===== src/rtl/regfile_sb.sv =====
// Integer register file (x0 = 0) with per-register pending-writer scoreboard for RAW stall detection.
// Optional macro REGFILE_BYPASS_EN forwards same-cycle write-back data and busy release to the read ports.
module regfile_sb #(
    parameter int REG_NUM = 32,
    parameter int ADDR_W  = 5,
    parameter int DATA_W  = 32,
    parameter int CNT_W   = 2
) (
    input  logic              clk,
    input  logic              rst,
    input  logic              we_i,
    input  logic [ADDR_W-1:0] waddr_i,
    input  logic [DATA_W-1:0] wdata_i,
    input  logic              reg1_read_i,
    input  logic [ADDR_W-1:0] reg1_addr_i,
    output logic [DATA_W-1:0] reg1_data_o,
    output logic              reg1_busy_o,
    input  logic              reg2_read_i,
    input  logic [ADDR_W-1:0] reg2_addr_i,
    output logic [DATA_W-1:0] reg2_data_o,
    output logic              reg2_busy_o,
    input  logic              issue_i,
    input  logic [ADDR_W-1:0] issue_addr_i,
    input  logic              flush_i,
    output logic              sb_err_o
);

    localparam logic [CNT_W-1:0] CNT_MAX = {CNT_W{1'b1}};

    logic [DATA_W-1:0] regs      [REG_NUM];
    logic [CNT_W-1:0]  cnt       [REG_NUM];
    logic [CNT_W-1:0]  cnt_next  [REG_NUM];
    logic [REG_NUM-1:0] flushed;
    logic [REG_NUM-1:0] flushed_next;
    logic              sb_err;
    logic              err_set;

    // Next counter values; "flushed" exempts the first write-backs after a flush from underflow errors.
    always_comb begin
        err_set      = 1'b0;
        flushed_next = flushed;
        for (int r = 0; r < REG_NUM; r++) begin
            cnt_next[r] = cnt[r];
        end
        cnt_next[0]     = '0;
        flushed_next[0] = 1'b0;
        for (int r = 1; r < REG_NUM; r++) begin
            if (flush_i) begin
                cnt_next[r]     = '0;
                flushed_next[r] = 1'b1;
            end else begin
                if (issue_i && issue_addr_i == ADDR_W'(r)) begin
                    flushed_next[r] = 1'b0;
                end
                if ((issue_i && issue_addr_i == ADDR_W'(r)) && !(we_i && waddr_i == ADDR_W'(r))) begin
                    if (cnt[r] == CNT_MAX) begin
                        err_set = 1'b1;
                    end else begin
                        cnt_next[r] = cnt[r] + CNT_W'(1);
                    end
                end else if ((we_i && waddr_i == ADDR_W'(r)) && !(issue_i && issue_addr_i == ADDR_W'(r))) begin
                    if (cnt[r] == '0) begin
                        if (!flushed[r]) begin
                            err_set = 1'b1;
                        end
                    end else begin
                        cnt_next[r] = cnt[r] - CNT_W'(1);
                    end
                end
            end
        end
    end

    always_ff @(posedge clk) begin
        if (rst) begin
            for (int r = 0; r < REG_NUM; r++) begin
                regs[r] <= '0;
                cnt[r]  <= '0;
            end
            flushed <= '0;
            sb_err  <= 1'b0;
        end else begin
            if (we_i && waddr_i != '0) begin
                regs[waddr_i] <= wdata_i;
            end
            for (int r = 0; r < REG_NUM; r++) begin
                cnt[r] <= cnt_next[r];
            end
            flushed <= flushed_next;
            sb_err  <= sb_err | err_set;
        end
    end

    // Returns {busy, data} for one read port.
    function automatic logic [DATA_W:0] read_port(
        input logic              rd,
        input logic [ADDR_W-1:0] a,
        input logic [DATA_W-1:0] stored,
        input logic [CNT_W-1:0]  c
    );
        logic [DATA_W-1:0] data;
        logic              busy;
        data = '0;
        busy = 1'b0;
        if (!rst && rd && a != '0) begin
`ifdef REGFILE_BYPASS_EN
            if (we_i && waddr_i == a) begin
                data = wdata_i;
                busy = (c != '0) && !(c == CNT_W'(1) && !(issue_i && issue_addr_i == a));
            end else begin
                data = stored;
                busy = (c != '0);
            end
`else
            data = stored;
            busy = (c != '0);
`endif
        end
        return {busy, data};
    endfunction

    always_comb begin
        {reg1_busy_o, reg1_data_o} = read_port(reg1_read_i, reg1_addr_i, regs[reg1_addr_i], cnt[reg1_addr_i]);
        {reg2_busy_o, reg2_data_o} = read_port(reg2_read_i, reg2_addr_i, regs[reg2_addr_i], cnt[reg2_addr_i]);
    end

    assign sb_err_o = sb_err;

endmodule


===== config.mk =====
export PLATFORM = sky130hd
export DESIGN_NAME = regfile_sb
export DESIGN_NICKNAME = d
export VERILOG_FILES = /design/src/rtl/regfile_sb.sv
export SDC_FILE = /design/constraint.sdc
export NUM_CORES = 2
export LEC_CHECK = 0
export BUFFER_PORTS_ARGS = -buffer_cell sky130_fd_sc_hd__buf_4
export CAP_MARGIN = 20
export CORE_MARGIN = 3
export CORE_UTILIZATION = 45
export DETAILED_ROUTE_END_ITERATION = 10
export GPL_ROUTABILITY_DRIVEN = 0
export PLACE_DENSITY = 0.62
export SYNTH_ARGS = -nofsm -noshare
export SYNTH_HDL_FRONTEND = slang
export SYNTH_SLANG_ARGS = --single-unit

===== constraint.sdc =====
create_clock -name clk -period 2.6 [get_ports clk]
set_input_delay 0.52 -clock clk [delete_from_list [all_inputs] [get_ports clk]]
set_output_delay 0.52 -clock clk [all_outputs]
set_load 0.01 [all_outputs]

-- Yosys cells after proc, flatten, opt, wreduce, memory -nomap -nowiden
Memory sizes are Yosys's and may differ from the RTL's.
Cells that the tools add are included.
- shift-type cells: 0
- reduce and logical (&&, ||, !) cells: 260
- magnitude comparators: 0
- muxes and demuxes: 448
- eq/ne operators: 93
- divide/modulo/power cells: 0
- $mul: 0
- add/subtract/negate cells: 62
- bitwise gates (word level): 33
- operators by type and width (cell ; number):
    2-bit 2-to-1 mux ; 187
    1-bit 2-to-1 mux ; 257
    5-bit == test, second input constant ; 32
    1-bit logical AND ; 129
    32-bit 2-to-1 mux ; 3
    5-bit by 4-bit == test with 1-bit output, second input constant ; 16
    2-bit nonzero test ; 33
    1-bit zero test ; 63
    2-bit by 1-bit adder with 2-bit output, second input constant ; 31
    2-bit == test, second input constant ; 31
    2-bit zero test ; 31
    2-bit by 1-bit subtractor with 2-bit output, second input constant ; 31
    5-bit by 3-bit == test with 1-bit output, second input constant ; 8
    1-bit OR ; 33
    32-bit OR reduction ; 1
    5-bit by 2-bit == test with 1-bit output, second input constant ; 4
    5-bit nonzero test ; 3
    5-bit by 1-bit == test with 1-bit output, second input constant ; 2
    5-bit 2-to-1 mux ; 1
- latch bits: 0
- memory bits (writable): 1088
- output and inout bits: 67
- memory bits (read-only): 0
- memories kept: 2
- word-level logic and storage cells: 930
- flip-flop bits (word level): 32
- memories (name ; words ; bits a word ; rd ports ; clocked after Yosys merged registers in ; write ports ; line ; RTL):
    regs ; 32 ; 32 ; 2 ; 0 ; 32 ; 30 ; logic [DATA_W-1:0] regs [REG_NUM];
    cnt ; 32 ; 2 ; 33 ; 0 ; 32 ; 31 ; logic [CNT_W-1:0] cnt [REG_NUM];

-- Logic depth before layout (Yosys ltp)
- depth in word-level cells: 158
- gate-level depth with buffers: 12
- mapped depth without buffers: 11

-- Worst setup path before layout
OpenSTA, ideal clock, no wires.
- path type: input -> output
- start: in reg2_addr_i[1]
- end: out reg2_data_o[25]
- stages: 7
- data arrival time: 2.152 ns
- setup slack: -0.072 ns
- buffers on the path: 3
- data required time: 2.080 ns
- cells stage by stage: buf_2 -> buf_2 -> buf_1 -> mux4_2 -> mux4_2 -> clkinv_1 -> o22ai_1
- longest elaborated chain between the ends: 3
- elaborated cells between the ends (all ways): 4
- those cells by class: mux: 1; reduce/logical: 2; memory: 1
- ends and longest elaborated chain (item ; line ; RTL):
    start: declaration ; 19 ; input logic [ADDR_W-1:0] reg2_addr_i,
    branches (longest 2 deep; another with memory read 32 x 32 bit) ; -- ;
    32-bit 2-to-1 mux (*) ; 105 ; if (!rst && rd && a != '0) begin
    end: declaration ; 20 ; output logic [DATA_W-1:0] reg2_data_o,
Mark *: on every way between the ends.

==> run metrics <==
layout overhead on the synthesized area=22.3%; Setup WS pre-CTS=-0.876 ns; EDFF count, synth=1024; complex-gate fraction of the synthesized area=3.79%; setup violators final=66; post-detail-place hpwl=136 mm; worst hold path type=in2reg; Max Slew Vio Count=0; Netlist cell types=45; cts hold-fix bufs=0; Syn. warnings=0; CP max FO=2; Initial DRC Count=5081; DP Area=68700 µm²; Clock Sinks=1118; Post-Synth Simple-Gate Area=14.5%; vias in the first global route=41500; clock-pin transition on the worst setup and hold timing paths=0.07 ns; Routed wire per std cell=31.3 µm; startpoint types=flip-flop; Internal=33.9 mW; Detailed Routing Iterations Pass 1=5; Die Wd=374 µm; initial antenna violation count=16; input/output buffers=125; mux share of post-synthesis cell area=23.2%; Mean Syn Cell Area=14.1 µm²; Crit path required time=2.08 ns; count leader, synth=edfxtp_1; period utilisation layout=122%; combinational group share of total power=13.9%; Synth Cell Area=61100 µm²; largest family of logic cells by synthesized area=multiplexers; Finished Cell Area=74700 µm²; GRT Overall Usage=29.4%; dpl cells=6385; Die Ht=374 µm; CTS max path bufs=3; Fin Setup TNS=-28.77 ns; sequential fraction of the synthesis area=53.4%; Worst Reg-to-Reg Cells=8; final hold vios=0; main area contributors after synthesis=edfxtp_1 (50%), mux4_2 (21%), and2_1 (10%); Die ar.=140000 µm²; row count=134; Net count, final=4879; FFs w/ async S/R, synth=0%; Pwr per Cell Area=607 nW/µm²; DRC=0; Adder-Cell Fraction of Synth Area=1.27%; area leader, netlist=edfxtp_1; failing checks=setup timing; final core utilization=55.7%; Placeable Area=134000 µm²; CTS tree=yes; via density per instance=6.22; worst skew pair latency=0.75 ns; # fillers=10800; Root Driver=clkbuf_16; Switching Share=25.1%; P_sw=11.4 mW; top cells by count, synth=edfxtp_1 (1024), and2_1 (996), mux4_2 (582); RSZ-0062 raised after global routing=yes; Top-Level Pins=126; hold depth=2; flops & latches, synth=1118; part of the power in registers=46.3%; Final Non-Filler Cells=6636; Yosys top cell area share=50.4%; GR Overflow Total=0; Post-Synthesis Cells=4346; share of layout cells above drive strength 1=36.5%; largest net degree at the start of global routing=46; Worst setup EP type=output port; Initial Utilization=45.5%; worst hold slack=0.303 ns; H-tree depth=3; global-route wire length before repair=296 mm; vias=41300; Leakage=27.0 nW; outcome=finished with violations; critical path class=reg2out; Max Clock Skew=0.0251 ns; Max Freq=0.316 GHz; Tot Pwr=45.3 mW; Min Clock Period, post-route=3.17 ns; CP arrival=2.65 ns; clock share of power=39.8%; max-cap check violation count=0; Top FF cell, synth=edfxtp_1; total CTS buffers=119; Worst slew margin=36.3%; Synth Area in XOR/XNOR=0%; Worst Tran Pin Value=0.956 ns; Post-Route WL=208 mm; Peak VDD IR=0.000555 V; remaining antenna violation count=0; final worst setup slack=-0.568 ns
==> cell families after synthesis <==
logic type	after synthesis
AOI/OAI and AO/OA	389
adders and majority gates	62
buffers and inverters	558
DFF	1118
muxes	687
other	1
and+or+nand+nor	1531
==> timing repair <==
action,4_1_cts,5_1_grt
cloned,2,4
buffers inserted,7,20
resized for setup,337,83
pin swaps,66,38
endpoints found under the setup margin,66,66
==> path summary, 6_finish.rpt <==
check / slack (ns) / endpoint / from
worst max-delay path: -0.57 / reg2_data_o[23] / regs[15][23]
worst min-delay path: 0.30 / regs[24][8] / wdata_i[8]
worst min register to register: 0.48 / flushed[31] / flushed[31]
worst max register to register: 0.51 / sb_err_o / cnt[26][0]
==> area by class of cell <==
class                   instances  area, µm²  share of cell area (%)
flip-flops and latches       1118      32700                    43.8
well taps                    1768       2210                    2.96
clock inverters                83        958                    1.28
repair buffers                672       7360                    9.85
inverters                     146        626                   0.837
clock buffers                 141       3130                    4.19
diodes                          7       17.5                  0.0234
multi-input cells            2701      27700                    37.0
==> layout by cell type (no fill, tap or decap), types with 20 or more instances in the layout <==
master,netlist,layout
o21ai_0,81,77
a211oi_2,0,28
buf_6,16,50
dfxtp_2,0,21
dfxtp_4,0,20
conb_1,1,32
dfxtp_1,94,53
nor2_4,0,43
ha_1,62,62
mux4_2,582,582
nand2b_1,44,41
buf_12,0,149
nand2_1,111,109
clkinv_1,61,50
edfxtp_1,1024,1024
o22ai_1,82,54
nor2_1,155,102
or2_2,31,31
clkbuf_16,0,124
and2_1,996,996
a21oi_1,139,104
a21oi_2,0,27
nand3_1,58,58
clkinv_2,0,50
buf_4,16,458
inv_1,85,83
nor2b_1,59,41
mux2i_1,99,77
==> routing by layer <==
metal | global-route usage [%] | wire length [µm] | vias up
met3 | 6.43 | 21200 | 422
met2 | 46.7 | 97900 | 2328
li1 | - | - | 17200
met4 | 11.1 | 8460 | 6
met5 | 0 | 42 | -
met1 | 39.7 | 80100 | 21400
==> power by group through the flow <==
stage	combinational [mW]	sequential, mW	clock [mW]
floorplan	3.32	21.2	0
detailed placement	5.79	21.4	0
global placement	5.75	21.3	0
finish	6.30	21.0	18.0
global route	6.54	21.1	18.8
CTS	6.17	21.0	18.2
==> flip-flops by register name (all words and copies together), names as in the netlist <==
register / cells
regs: 1024
cnt: 62
flushed: 31
sb_err_o: 1
==> worst max-delay path: stages, from the launching register on <==
cell and delay, ns:
edfxtp_1 0.40, mux4_2 0.48, mux4_2 0.48, clkinv_1 0.09, o22ai_1 0.19, buf_4 0.24
Power figures use the tool's default switching activity.
